`src/rtl/clk_div_pkg.sv`:
```
// Shared defaults and helpers for the multi-channel clock divider.
package clk_div_pkg;

  localparam int CW_DEF      = 27;
  localparam int DEF_DIV_DEF = 100000000;

  // Channel-select width; a single channel still gets one select bit.
  function automatic int ch_w(input int n);
    return (n > 1) ? $clog2(n) : 1;
  endfunction

endpackage

```
`src/rtl/clk_div_ch.sv`:
```
// One divider channel: counter, active/shadow divisor, tick and square wave.
module clk_div_ch #(
  parameter int CW      = 27,
  parameter int DEF_DIV = 100000000
) (
  input  logic          clk1_s,
  input  logic          rst,
  input  logic          en_i,
  input  logic          ld_i,
  input  logic [CW-1:0] ld_div_i,
  output logic          tick_o,
  output logic          clk_o,
  output logic          pend_o
);

  logic [CW-1:0] cnt_q, cnt_d;
  logic [CW-1:0] div_q, div_d;
  logic [CW-1:0] shd_q, shd_d;
  logic          pend_q, pend_d;
  logic          tick_q, tick_d;
  logic          clk_q, clk_d;
  logic [CW-1:0] eff;
  logic          term;

  // A zero divisor behaves as divide-by-one.
  assign eff  = (div_q == '0) ? CW'(1) : div_q;
  // ">=" also catches a counter stranded above a shrunken divisor.
  assign term = en_i && (cnt_q >= eff - CW'(1));

  always_comb begin
    cnt_d  = cnt_q;
    div_d  = div_q;
    shd_d  = shd_q;
    pend_d = pend_q;
    clk_d  = clk_q;
    tick_d = 1'b0;
    if (en_i) begin
      if (term) begin
        cnt_d  = '0;
        tick_d = 1'b1;
        clk_d  = ~clk_q;
        if (pend_q) begin
          div_d  = shd_q;
          pend_d = 1'b0;
        end
      end else begin
        cnt_d = cnt_q + CW'(1);
      end
    end
    // A load landing on a terminal edge waits for the next one.
    if (ld_i) begin
      shd_d  = ld_div_i;
      pend_d = 1'b1;
    end
  end

  always_ff @(posedge clk1_s) begin
    if (rst) begin
      cnt_q  <= '0;
      div_q  <= CW'(DEF_DIV);
      shd_q  <= CW'(DEF_DIV);
      pend_q <= 1'b0;
      tick_q <= 1'b0;
      clk_q  <= 1'b0;
    end else begin
      cnt_q  <= cnt_d;
      div_q  <= div_d;
      shd_q  <= shd_d;
      pend_q <= pend_d;
      tick_q <= tick_d;
      clk_q  <= clk_d;
    end
  end

  assign tick_o = tick_q;
  assign clk_o  = clk_q;
  assign pend_o = pend_q;

endmodule

```
`src/rtl/clk_div_multi.sv`:
```
// Multi-channel programmable clock divider: load decode plus
// one clk_div_ch per channel.
module clk_div_multi
  import clk_div_pkg::*;
#(
  parameter int NCH     = 4,
  parameter int CW      = CW_DEF,
  parameter int DEF_DIV = DEF_DIV_DEF
) (
  input  logic                  clk1_s,
  input  logic                  rst,
  input  logic [NCH-1:0]        en,
  input  logic                  ld_vld,
  input  logic [ch_w(NCH)-1:0]  ld_ch,
  input  logic [CW-1:0]         ld_div,
  output logic                  ld_rdy,
  output logic [NCH-1:0]        tick,
  output logic [NCH-1:0]        clk,
  output logic [NCH-1:0]        pend
);

  localparam int CHW = ch_w(NCH);

  assign ld_rdy = 1'b1;

  // Out-of-range selects match no channel and are dropped.
  for (genvar g = 0; g < NCH; g++) begin : g_ch
    logic hit;
    assign hit = ld_vld && (ld_ch == CHW'(g));

    clk_div_ch #(
      .CW      (CW),
      .DEF_DIV (DEF_DIV)
    ) u_ch (
      .clk1_s   (clk1_s),
      .rst      (rst),
      .en_i     (en[g]),
      .ld_i     (hit),
      .ld_div_i (ld_div),
      .tick_o   (tick[g]),
      .clk_o    (clk[g]),
      .pend_o   (pend[g])
    );
  end

endmodule

```
`config.mk`:
```
export PLATFORM = sky130hd
export DESIGN_NAME = clk_div_multi
export DESIGN_NICKNAME = d
export VERILOG_FILES = /design/src/rtl/clk_div_pkg.sv /design/src/rtl/clk_div_ch.sv /design/src/rtl/clk_div_multi.sv
export SDC_FILE = /design/constraint.sdc
export NUM_CORES = 1
export LEC_CHECK = 0
export ABC_AREA = 1
export ABC_CLOCK_PERIOD_IN_PS = 6800
export CORE_ASPECT_RATIO = 1.25
export CORE_UTILIZATION = 35
export CTS_BUF_LIST = sky130_fd_sc_hd__clkbuf_2
export DETAILED_ROUTE_END_ITERATION = 8
export GPL_ROUTABILITY_DRIVEN = 0
export HOLD_SLACK_MARGIN = 0.02
export REMOVE_ABC_BUFFERS = 1
export SLEW_MARGIN = 15
export SYNTH_ARGS = -nofsm -noshare
export SYNTH_HDL_FRONTEND = slang
export SYNTH_HIERARCHICAL = 1
export SYNTH_SLANG_ARGS = --single-unit
```
`constraint.sdc`:
```
create_clock -name clk1_s -period 6.8 [get_ports clk1_s]
set_clock_uncertainty 0.2 [all_clocks]
set_input_delay 0.68 -clock clk1_s [delete_from_list [all_inputs] [get_ports clk1_s]]
set_output_delay 0.68 -clock clk1_s [all_outputs]
set_load 0.05 [all_outputs]
```
After elaboration in Yosys (flattened, before gate mapping)
Index checks and enable logic that the tools add are counted.
{"block": "totals", "in_bits": 36, "out_inout_bits": 13, "reg_bits": 336, "wordCells": 108}
{"block": "op_classes", "muxes": 24, "n_eq_ne": 3, "bitwise_logic": 8, "reduce_logical": 37, "addsub": 8, "order_cmp": 4}
{"op": "two-way mux 27 bit", "count": 8}
{"op": "adder 27 x 1 -> 27 bit (second input constant)", "count": 4}
{"op": "greater-or-equal comparator 27 bit", "count": 4}
{"op": "logical NOT 27 bit", "count": 4}
{"op": "subtractor 27 x 1 -> 27 bit (second input constant)", "count": 4}
{"op": "two-way mux 1 bit", "count": 16}
{"op": "AND reduction 2 bit", "count": 8}
{"op": "nonzero test 2 bit", "count": 8}
{"op": "AND reduction 3 bit", "count": 4}
{"op": "logical AND 1 bit", "count": 8}
{"op": "inverter 1 bit", "count": 8}
{"op": "OR reduction 2 bit", "count": 4}
{"op": "equality test 2 bit (second input constant)", "count": 2}
{"op": "equality test 2 x 1 -> 1 bit (second input constant)", "count": 1}
{"op": "logical NOT 2 bit", "count": 1}

Depth between registers and ports, before layout
Gate-level depths: netlist (run 1).
{"block": "logic_depth", "depth_word": 8, "ltp_mapped": 30, "mapped_depth_nobuf": 28}

Cells and area by module
Netlist (run 1), hierarchy kept.
{"module": "clk_div_ch (g_ch[1].u_ch ...)", "instances": 3, "cells_per_inst": 707, "seq_area_each_um2": 1681.6, "area_per_inst_um2": 4837.1}
{"module": "clk_div_ch (g_ch[0].u_ch)", "instances": 1, "cells_per_inst": 723, "seq_area_each_um2": 1681.6, "area_per_inst_um2": 4922.2}
{"module": "clk_div_multi", "instances": 1, "cells_per_inst": 10, "seq_area_each_um2": 0.0, "area_per_inst_um2": 41.3}

Worst setup path after synthesis (run 1)
OpenSTA, ideal clock, no wires.
{"block": "synth_timing", "path_type": "register -> register", "startpoint": "reg g_ch[1].u_ch.div_q[9]", "endpoint": "reg g_ch[1].u_ch.div_q[22]", "synth_period_minus_slack_ns": 3.795, "path_stages_with_launch": 28, "required_ns": 6.470, "t_arrival_ns": 3.465, "path_buffers": 2, "setup_slack_ns": 3.005, "setup_ns": 0.130, "cell_sequence": "dfxtp_1 > inv_1 > nand2_1 > nor2_1 > nand4_1 > nor2_1 > a21oi_1 > ha_1 > nand2_1 > inv_1 > nand3_2 > nor2_1 > nand3b_2 > nor2_2 > nand4_1 > xor2_1 > ha_1 > nand2_1 > nor2_1 > nand3_1 > nor2_1 > nand2_1 > nand3_2 > buf_6 > nand3_4 > buf_2 > nand2_1 > nand3_1"}
{"block": "synth_between", "elab_chain_cells": 6}
{"element": "start, declared", "line": "clk_div_ch.sv:17", "source": "logic [CW-1:0] div_q, div_d;"}
{"element": "start signal, assigned", "line": "clk_div_ch.sv:60", "source": "div_q <= CW'(DEF_DIV);"}
{"element": "start signal, assigned", "line": "clk_div_ch.sv:67", "source": "div_q <= div_d;"}
{"element": "logical NOT 27 bit", "line": "clk_div_ch.sv:26", "source": "assign eff = (div_q == '0) ? CW'(1) : div_q;"}
{"element": "two-way mux 27 bit *", "line": "clk_div_ch.sv:26"}
{"element": "subtractor 27 x 1 -> 27 bit *", "line": "clk_div_ch.sv:28", "source": "assign term = en_i && (cnt_q >= eff - CW'(1));"}
{"element": "greater-or-equal comparator 27 bit *", "line": "clk_div_ch.sv:28"}
{"element": "logical AND 1 bit *", "line": "clk_div_ch.sv:28"}
{"element": "AND reduction 3 bit (no source line) *"}
Mark *: on every way between the ends. The rest lies on a longest branch, timed or not.
A chain may end at the register's enable or synchronous reset.

Worst setup path after layout (run 1)
{"block": "layout_timing", "startpoint": "reg g_ch[3].u_ch.div_q[9]", "endpoint": "reg g_ch[3].u_ch.cnt_q[5]"}
{"block": "layout_between", "elab_chain_cells": 6}
{"element": "start, declared", "line": "clk_div_ch.sv:17"}
{"element": "start signal, assigned", "line": "clk_div_ch.sv:60"}
{"element": "start signal, assigned", "line": "clk_div_ch.sv:67"}
{"element": "logical NOT 27 bit", "line": "clk_div_ch.sv:26"}
{"element": "two-way mux 27 bit *", "line": "clk_div_ch.sv:26"}
{"element": "subtractor 27 x 1 -> 27 bit *", "line": "clk_div_ch.sv:28"}
{"element": "greater-or-equal comparator 27 bit *", "line": "clk_div_ch.sv:28"}
{"element": "logical AND 1 bit *", "line": "clk_div_ch.sv:28"}
{"element": "two-way mux 27 bit *", "line": "clk_div_ch.sv:38", "source": "if (term) begin"}
{"element": "end signal, assigned", "line": "clk_div_ch.sv:66", "source": "cnt_q <= cnt_d;"}
{"element": "end, declared", "line": "clk_div_ch.sv:16", "source": "logic [CW-1:0] cnt_q, cnt_d;"}
Marks and branches as above.

==> results of run 1 <==
-- per-stage QoR --
stage               setup WS, ns  cells  total power (W)  area, um^2  hold slack, ns
floorplan                   2.51   2753          0.00217       19000           0.229
global placement            1.52   3557          0.00228       20500           0.238
detailed placement          1.36   3557          0.00228       20500           0.243
CTS                         1.33   3704          0.00375       21300          0.0705
global route               0.832   3705          0.00388       21300           0.137
finish                      1.40   3705          0.00368       21300           0.177
-- state kept, by name (all words and copies together) (netlist names) --
register / flops
g_ch.u_ch/cnt_q: 108
g_ch.u_ch/pend_o: 4
g_ch.u_ch/div_q: 108
g_ch.u_ch/clk_o: 4
g_ch.u_ch/tick_o: 4
g_ch.u_ch/shd_q: 108
-- worst paths after layout --
path	startpoint	end	depth (start not counted)
min reg2reg	g_ch[2].u_ch/shd_q[6]	g_ch[2].u_ch/shd_q[6]	2
max	g_ch[3].u_ch/div_q[9]	g_ch[3].u_ch/cnt_q[5]	23
min	ld_div[15]	g_ch[1].u_ch/shd_q[15]	3
max reg2reg	g_ch[3].u_ch/div_q[9]	g_ch[3].u_ch/cnt_q[5]	23
-- logic make-up (layout without fill, tap and decap cells) --
logic type / after synthesis / in the layout
XOR/XNOR: 140 / 140
adder cells (fa/ha/maj): 116 / 116
AO/OA/AOI/OAI: 226 / 226
buffers and inverters: 496 / 611
other: 1 / 2
AND/OR/NAND/NOR: 1539 / 1539
flip-flops: 336 / 336
-- cells in the final DEF, fill, tap and decap left out, drive strengths merged --
master         instances
nand2                672
inv                  395
nor2                 371
dfxtp                336
nand3                205
nand4                171
clkbuf               129
a21oi                122
ha                   116
xor2                 113
nor3                  77
o21ai                 75
clkdlybuf4s50         47
xnor2                 27
buf                   22
nor4                  19
a21o                  16
clkinv                14
or2                    9
o22ai                  7
and2                   4
and3                   4
nand3b                 4
a31o                   3
o211ai                 3
nor3b                  3
clkinvlp               2
bufinv                 2
diode                  1
conb                   1
-- layer usage --
metal,vias to the layer above,track usage,share of wire
met5,-,0,0.00052
met4,4,0.0727,0.026
met3,91,0.0356,0.045
met2,307,0.332,0.50
met1,8018,0.217,0.43
li1,9359,-,-
-- area by class of cell --
cell class,instances,area share
repair buffers,69,0.0298
clock inverters,18,0.00610
flip-flops and latches,336,0.315
well taps,735,0.0431
multi-input cells,2022,0.506
diodes,1,0.000117
inverters,395,0.0695
clock buffers,129,0.0303
-- power groups by stage --
stage,clock (W),sequential [W],combinational [W]
after global routing,0.00162,0.00203,0.000235
after detailed placement,0,0.00207,0.000213
after CTS,0.00151,0.00202,0.000213
final,0.00145,0.00202,0.000211
after floorplan,0,0.00207,0.0000946
after global placement,0,0.00207,0.000212
-- worst max-delay path, delay by kind of cell, from the launching register on --
family / cells / cell delay [ns]
buffers and inverters: 2 / 0.15
xor gates and xnor gates: 1 / 0.22
AOI/OAI and AO/OA: 3 / 0.77
and+or+nand+nor: 15 / 3.00
DFF: 1 / 0.37
adders and majority gates: 2 / 0.58
==> impl_results.md, run 1 <==
- Grt ovf: 0
- Status: complete, no violations
- Mux share of post-synthesis cell area: 0
- Yosys top cell by area: dfxtp_1
- Main synth FF type: dfxtp_1
- Comb pwr share: 0.057
- Routed via count: 17,779
- Leakage: 10.2 nW
- Post-CTS sizing: 0
- Fill cells: 6,042
- Drt wl/cell: 14.0 um
- Syn avg cell area: 6.82 um^2
- Count leader, synth: nand2_1
- Area delta synth->final: 9.50%
- Clock power share: 0.394
- Cell Chain, Critical Path: inv_1, nand2_1, nor2_1, nand4_1, nor2_1, a21oi_1, ha_1, nand2_1, inv_1, nand3_2, nor2_1, nand3b_2, nor3_1, xor2_1, ha_1, a21o_1, nor2_1, nand2_1, a21oi_1, nand3_2, nand2_1, nand2_1, nor3_1
- Most common library cells after synthesis: nand2_1, inv_1, nor2_1, dfxtp_1, nand3_1
- Layout cells sized above 1: 0.0714
- Initial antenna violation count: 3
- CTS sink cnt: 336
- Num CTS Buffers: 90
- Worst Setup End Kind: flip-flop
- Sw Pwr: 0.00104 W
- Worst-margin pin slew: 1.00 ns
- Seq pwr share: 0.549
- Detail Placement HPWL: 37.2 mm
- Clock Latency Late Sink: 1.08 ns
- Post-Route WL: 51.8 mm
- Nets@finish: 3,066
- Critical Path RT: 7.58 ns
- Clock buffer depth: 3
- Initial Utilization: 0.355
- Final hold violation count: 0
- Xor/xnor share of the synthesized area: 0.0630
- Die Wd: 213 um
- Period utilization: 0.794
- Net Sw Frac: 0.283
- Max rail drop VDD: 0.0993 mV
- Post-CTS Setup Bufs: 0
- Worst path max stage delay: 0.52 ns
- Post-synthesis sequential area ratio: 0.345
- Synth top area cells: dfxtp_1, nand2_1, inv_1
- WS Path Type: reg2reg
- Max Fclk: 185 MHz
- Cell count after synthesis: 2,854
- Internal power: 0.00264 W
- HP Class: in2reg
- Total track usage: 0.186
- Die area: 56,600 um^2
- Synth Area in Compound Gates: 0.0617
- Core area: 54,900 um^2
- Asr flop ratio synth: 0
- Startpoint Class: flip-flop
- Vias per inst: 4.80
- Post-synth EDFFs: 0
- DRT Pass-1 Iters: 5
- H-Tree Level Count: 3
- # DRC: 0
- Minimum period implied by the final worst setup slack: 5.40 ns
- DRT iter0 DRCs: 883
- Hold_buf cts: 0
- Slew HR: 0.329
- Vias in the first global route: 17,018
- Main combinational cell family by area after synthesis: simple AND/OR/NAND/NOR gates
- CTS clk-pin slew, worst paths: 0.10 ns
- Largest net degree at the start of global routing: 60
- Fin. max-slew vios: 0
- Mapped Area: 19,500 um^2
- Unrepaired setup endpoints after global routing: no
- Reg-to-reg setup timing slack: 1.40 ns
- Max-cap violations: 0
- Post-Synth Adder-Cell Area: 0.0745
- Power per standard cell area: 173 nW/um^2
- Setup TNS: 0 ns
- Cell variety after synth: 40
- # IOs: 49
- Worst path slowest cell: nand3_2
- Buffers on Ports: 47
- CP max FO: 29
- Synth warnings: 6
- CP most frequent cell: nand2_1
- Area occupied by multi-input gates: 10,800 um^2
- CTS tree: yes
- First-pass GRT wire length: 84.7 mm
- Sequential cell area: 6730 um^2
- Synth Area in Simple Gates: 0.354
- # rows: 96
- Final setup fails: 0
- Flops & latches, synth: 336
- Antenna Nets Post-Route: 0
- Worst EP arrival: 6.18 ns
- Final core utilization: 0.388
- Clock root buffer: clkbuf_2
- Post-synth top area share: 0.345
- Die Y: 266 um
(Power assumes the default switching activity.)
==> inputs of run 2 (changes only) <==
ABC_CLOCK_PERIOD_IN_PS = 4500   (was 6800)
clock period = 4.5 ns   (was 6.8 ns; I/O delays follow)
==> run 2 against run 1 <==
Compared with the run above:
- core utilization grew 1.1 points
- non-clock buffer count grew 39
- global-route usage grew 0.32 points
- count of clock-buffer cells in the layout shrank 2
- clock power grew 57%
- sequential cell count is the same
- worst hold slack lost 0.078 ns
- total power grew 54%
- critical path depth grew 4
- cell area grew 2.9%
==> impl_results.md, run 2 (synthesis gave the netlist of run 1 again) <==
- Max-cap violations: 0
- Worst Setup End Kind: flip-flop
- Nets@finish: 3,109
- Total track usage: 0.190
- Area delta synth->final: 12.7%
- Setup TNS: 0 ns
- CP max FO: 21
- Vias per inst: 4.81
- Period utilization: 0.916
- Critical Path RT: 5.26 ns
- Worst path slowest cell: dfxtp_1
- H-Tree Level Count: 3
- Slew HR: 0.291
- Leakage: 10.4 nW
- Power per standard cell area: 259 nW/um^2
- Antenna Nets Post-Route: 0
- Core area: 54,900 um^2
- Grt ovf: 0
- Post-CTS Setup Bufs: 0
- CTS clk-pin slew, worst paths: 0.09 ns
- # rows: 96
- Most frequent cells in the layout: nand2_1, inv_1, nor2_1, dfxtp_1, nand3_1
- # IOs: 49
- CTS tree: yes
- Final setup fails: 0
- Max rail drop VDD: 0.182 mV
- Worst-margin pin slew: 1.06 ns
- HP Class: in2reg
- Registers with the most flip-flops: g_ch.u_ch/cnt_q x108, g_ch.u_ch/div_q x108, g_ch.u_ch/shd_q x108
- CP most frequent cell: nand2_1
- Hold WS: 0.0991 ns
- # DRC: 0
- Minimum period implied by the final worst setup slack: 4.12 ns
- Vias in the first global route: 17,298
- First-pass GRT wire length: 86.4 mm
- DRT iter0 DRCs: 1,072
- Worst EP arrival: 4.89 ns
- Startpoint Class: flip-flop
- Num CTS Buffers: 89
- Clock Latency Late Sink: 1.07 ns
- Fin. max-slew vios: 0
- CTS sink cnt: 336
- Die Y: 266 um
- Buffers on Ports: 47
- Max Fclk: 242 MHz
- Clock buffer depth: 3
- Largest net degree at the start of global routing: 51
- Detail Placement HPWL: 38.1 mm
- WS Path Type: reg2reg
- Die area: 56,600 um^2
- Commonest non-fill, non-tap cell in the layout: nand2_1
- Die Wd: 213 um
- Initial antenna violation count: 2
- Clock root buffer: clkbuf_2
- Layout cells sized above 1: 0.0812
- DRT Pass-1 Iters: 5
- Final hold violation count: 0
- Worst path max stage delay: 0.40 ns
- Routed via count: 18,069
- Post-Route WL: 52.9 mm
- Initial Utilization: 0.355
- Drt wl/cell: 14.1 um
- Status: complete, no violations
-- run 2: cell types whose count changed in the layout (fill, tap and decap cells not counted), sizes merged --
cell         before  now
inv             395  396
nand3           205  210
buf              22   37
clkbuf          129  127
clkinvlp          2    0
dlygate4sd3       0   24
bufinv            2    4
clkinv           14   19
-- run 2: per-layer routing --
metal | share of wire | vias to the layer above | track usage | wire length [um]
met2 | 0.49 | 353 | 0.334 | 26000
met3 | 0.045 | 98 | 0.0304 | 2380
li1 | - | 9499 | - | -
met4 | 0.030 | 2 | 0.0799 | 1560
met1 | 0.43 | 8117 | 0.225 | 23000
met5 | 0.00025 | - | 0 | 13
-- run 2: critical path, delay by kind of cell (launching register included) --
family          cells  cell delay [ns]
simple gates       17             1.79
xor+xnor            1             0.17
compound gates      3             0.40
flops               1             0.40
buf+inv             4             0.58
fa+ha+maj           2             0.52
-- run 2: power by group --
part / internal [W] / total, W / switching, W
sequential: 0.00303 / 0.00305 / 0.0000260
combinational: 0.000109 / 0.000350 / 0.000240
clock: 0.000978 / 0.00228 / 0.00130
-- run 2: final timing paths --
| check | startpoint | end | slack, ns | cells past startpoint |
|---|---|---|---|---|
| worst max-delay path | g_ch[1].u_ch/div_q[15] | g_ch[1].u_ch/div_q[10] | 0.38 | 27 |
| worst min-delay path | ld_div[17] | g_ch[0].u_ch/shd_q[17] | 0.1 | 3 |
| worst max register to register | g_ch[1].u_ch/div_q[15] | g_ch[1].u_ch/div_q[10] | 0.38 | 27 |
| worst min register to register | g_ch[0].u_ch/shd_q[11] | g_ch[0].u_ch/shd_q[11] | 0.26 | 2 |
-- run 2: cell type report --
type	instances	area (um^2)
Antenna cell	1	2.50
Clock buffer	127	636
Clock inverter	24	198
Fill cell	5990	32900
Inverter	395	1480
Multi-Input combinational cell	2027	10900
Sequential cell	336	6730
Tap cell	735	920
Timing Repair Buffer	108	1040
-- run 2: stage by stage --
step	worst slack (ns)	instance area [um^2]	std cells	power, W	utilization
4_1_cts	0.0720	21800	3747	0.00581	0.397
6_report	0.376	21900	3753	0.00569	0.400
5_1_grt	-0.00761	21900	3753	0.00600	0.400
3_3_place_gp	0.228	20700	3572	0.00345	0.377
3_5_place_dp	0.149	20700	3572	0.00345	0.377
2_1_floorplan	0.213	19000	2753	0.00328	-
-- run 2: what timing repair did --
action	in CTS	in global routing
gates resized for setup	0	27
endpoints found under the setup margin	0	162
hold buffers	24	0
endpoints found under the hold margin	77	0
==> inputs of run 3 (changes only) <==
CORE_UTILIZATION = 45   (was 35)
==> run 3 against run 2 <==
Compared with the run above:
- sequential share of layout area increased by 0.40 points
- setup slack got worse by 0.051 ns
- via count increased by 1.8%
- sequential cell count unchanged
- highest routed layer is now met4
- cell area decreased by 1.3%
==> impl_results.md, run 3 (synthesis gave the netlist of run 1 again) <==
- Seq pwr share: 0.568
- Initial Utilization: 0.460
- Hold WS: 0.150 ns
- Buffers on Ports: 47
- CTS tree: yes
- Core area: 42,400 um^2
- Antenna Nets Post-Route: 0
- Max Fclk: 239 MHz
- Design area: 21,700 um^2
- Nets@finish: 3,115
- WS Path Type: reg2reg
- Initial antenna violation count: 1
- Unrepaired setup endpoints after global routing: yes
- Clock power share: 0.368
- CTS sink cnt: 336
- Reg-to-reg setup timing slack: 0.32 ns
- Fill cells: 4,342
- Commonest non-fill, non-tap cell in the layout: nand2_1
- Placed Instance Area: 20,500 um^2
- CP most frequent cell: nand2_1
- GRT met1 Usage: 0.281
- Die Y: 235 um
- Busiest layer in global routing: met2
- Total track usage: 0.237
- Num CTS Buffers: 84
- Fin. max-slew vios: 0
- Detail Placement HPWL: 37.9 mm
- Worst Setup End Kind: flip-flop
- Worst path max stage delay: 0.38 ns
- Critical Path RT: 5.22 ns
- Worst flop-to-flop path endpoint: g_ch[2].u_ch/cnt_q[4]
- Internal power: 0.00386 W
- Post-Route WL: 51.7 mm
- Max-cap violations: 0
- # rows: 84
- First-pass GRT wire length: 85.0 mm
- Worst-margin pin slew: 1.13 ns
- Clock buffer depth: 3
- Vias in the first global route: 17,748
- Grt ovf: 0
- Comb pwr share: 0.063
- Vias per inst: 5.15
- Worst EP arrival: 4.90 ns
- Final hold violation count: 0
- DRT Pass-1 Iters: 5
- Startpoint Class: flip-flop
- Net Sw Frac: 0.282
- Largest net degree at the start of global routing: 51
- Sw Pwr: 0.00151 W
- CP max FO: 21
- Leakage: 10.4 nW
- Most frequent cells in the layout: nand2_1, inv_1, nor2_1, dfxtp_1, nand3_1
- Worst path slowest cell: dfxtp_1
- Routed via count: 18,399
- GR Util met3: 0.0431
- Reg2reg path depth: 24
- Die Wd: 188 um
- Tot Pwr: 0.00538 W
- Drt wl/cell: 14.5 um
- Final setup fails: 0
- Die area: 44,100 um^2
- CP startpoint: g_ch[2].u_ch/div_q[5]
- Minimum period implied by the final worst setup slack: 4.18 ns
- Clock Latency Late Sink: 1.00 ns
- Power per standard cell area: 248 nW/um^2
- # DRC: 0
- Registers with the most flip-flops: g_ch.u_ch/cnt_q x108, g_ch.u_ch/div_q x108, g_ch.u_ch/shd_q x108
- Status: complete, no violations
- DRT iter0 DRCs: 876
- Crit Reg-Reg Startpoint: g_ch[2].u_ch/div_q[5]
- Clock root buffer: clkbuf_2
- Cell Chain, Critical Path: inv_1, nand2_1, nor2_1, nand4_1, nor2_1, a21oi_1, ha_1, nand2_1, inv_1, nand3_2, nor2_4, nand3b_2, nor2_2, xor2_1, ha_1, a21o_1, nor2_1, nand2_1, a21oi_2, nand3_4, nand2_2, nand2_1, buf_8, nor3_1
- H-Tree Level Count: 3
- CTS clk-pin slew, worst paths: 0.10 ns
- Layout cells sized above 1: 0.0836
- Area delta synth->final: 11.2%
- # IOs: 49
- Met2 usage: 0.424
- HP Class: in2reg
- Max rail drop VDD: 0.164 mV
- Slew HR: 0.246
- Period utilization: 0.928
- Worst setup endpoint: g_ch[2].u_ch/cnt_q[4]
run 3: cell count changes in the layout (fill, tap and decap cells not counted), moves of 4 or more:
cell | previous run | this run
buf_4 | 31 | 44
clkinv_1 | 17 | 6
bufinv_16 | 4 | 0
clkinvlp_4 | 0 | 4
dlygate4sd3_1 | 24 | 28
nand3_2 | 9 | 5
run 3: area by class of cell:
cell class                 instances  area [um^2]  area share
timing repair buffer             122         1120      0.0516
clock buffer                     124          621      0.0286
inverter                         395         1480      0.0684
antenna                            1         2.50    0.000116
multi-input combinational       2024        11000       0.506
tap                              559          699      0.0323
clock inverter                    12         60.1     0.00277
sequential                       336         6730       0.311
run 3: worst max-delay path: cells and delay by family, from the launching register on:
| family | cells | cell delay [ns] |
|---|---|---|
| simple gates | 15 | 1.74 |
| compound gates | 3 | 0.55 |
| fa+ha+maj | 2 | 0.54 |
| buf+inv | 3 | 0.39 |
| flops | 1 | 0.38 |
| xor+xnor | 1 | 0.27 |
run 3: worst min path at each step:
| stage | from | end | slack [ns] | depth (start not counted) |
|---|---|---|---|---|
| floorplan | g_ch[0].u_ch/div_q[26] | g_ch[0].u_ch/div_q[26] | 0.23 | 2 |
| global placement | g_ch[3].u_ch/shd_q[2] | g_ch[3].u_ch/shd_q[2] | 0.24 | 2 |
| detailed placement | g_ch[3].u_ch/shd_q[5] | g_ch[3].u_ch/shd_q[5] | 0.25 | 2 |
| CTS | ld_div[17] | g_ch[1].u_ch/shd_q[17] | 0.03 | 3 |
| global route | ld_div[19] | g_ch[1].u_ch/shd_q[19] | 0.07 | 3 |
| finish | ld_div[17] | g_ch[0].u_ch/shd_q[17] | 0.15 | 3 |
run 3: routing by layer:
layer / vias up / share of wire
met5: - / 0
met4: 0 / 0.023
met3: 92 / 0.046
met2: 389 / 0.49
met1: 8451 / 0.44
li1: 9467 / -
run 3: per-stage QoR:
stage	std cells	setup WS (ns)	util	setup TNS, ns
after global placement	3399	0.0577	0.483	0
final	3573	0.324	0.511	0
after floorplan	2753	0.213	-	0
after detailed placement	3399	0.0578	0.483	0
after global routing	3573	-0.0138	0.511	-0.0170
after CTS	3563	0.00664	0.506	0
run 3: what timing repair did:
item / in CTS / in global routing
buffers inserted: 0 / 7
resized for setup: 1 / 35
cloned: 0 / 2
endpoints found under the setup margin: 2 / 214
pin swaps: 0 / 6
endpoints found under the hold margin: 64 / 0
hold buffers: 28 / 0
run 3: power groups by stage:
stage	Sequential [W]	Clock [W]	Combinational [W]
2_1_floorplan	0.00313	0	0.000143
3_5_place_dp	0.00312	0	0.000320
6_report	0.00305	0.00198	0.000341
5_1_grt	0.00306	0.00225	0.000379
3_3_place_gp	0.00312	0	0.000315
4_1_cts	0.00306	0.00208	0.000337
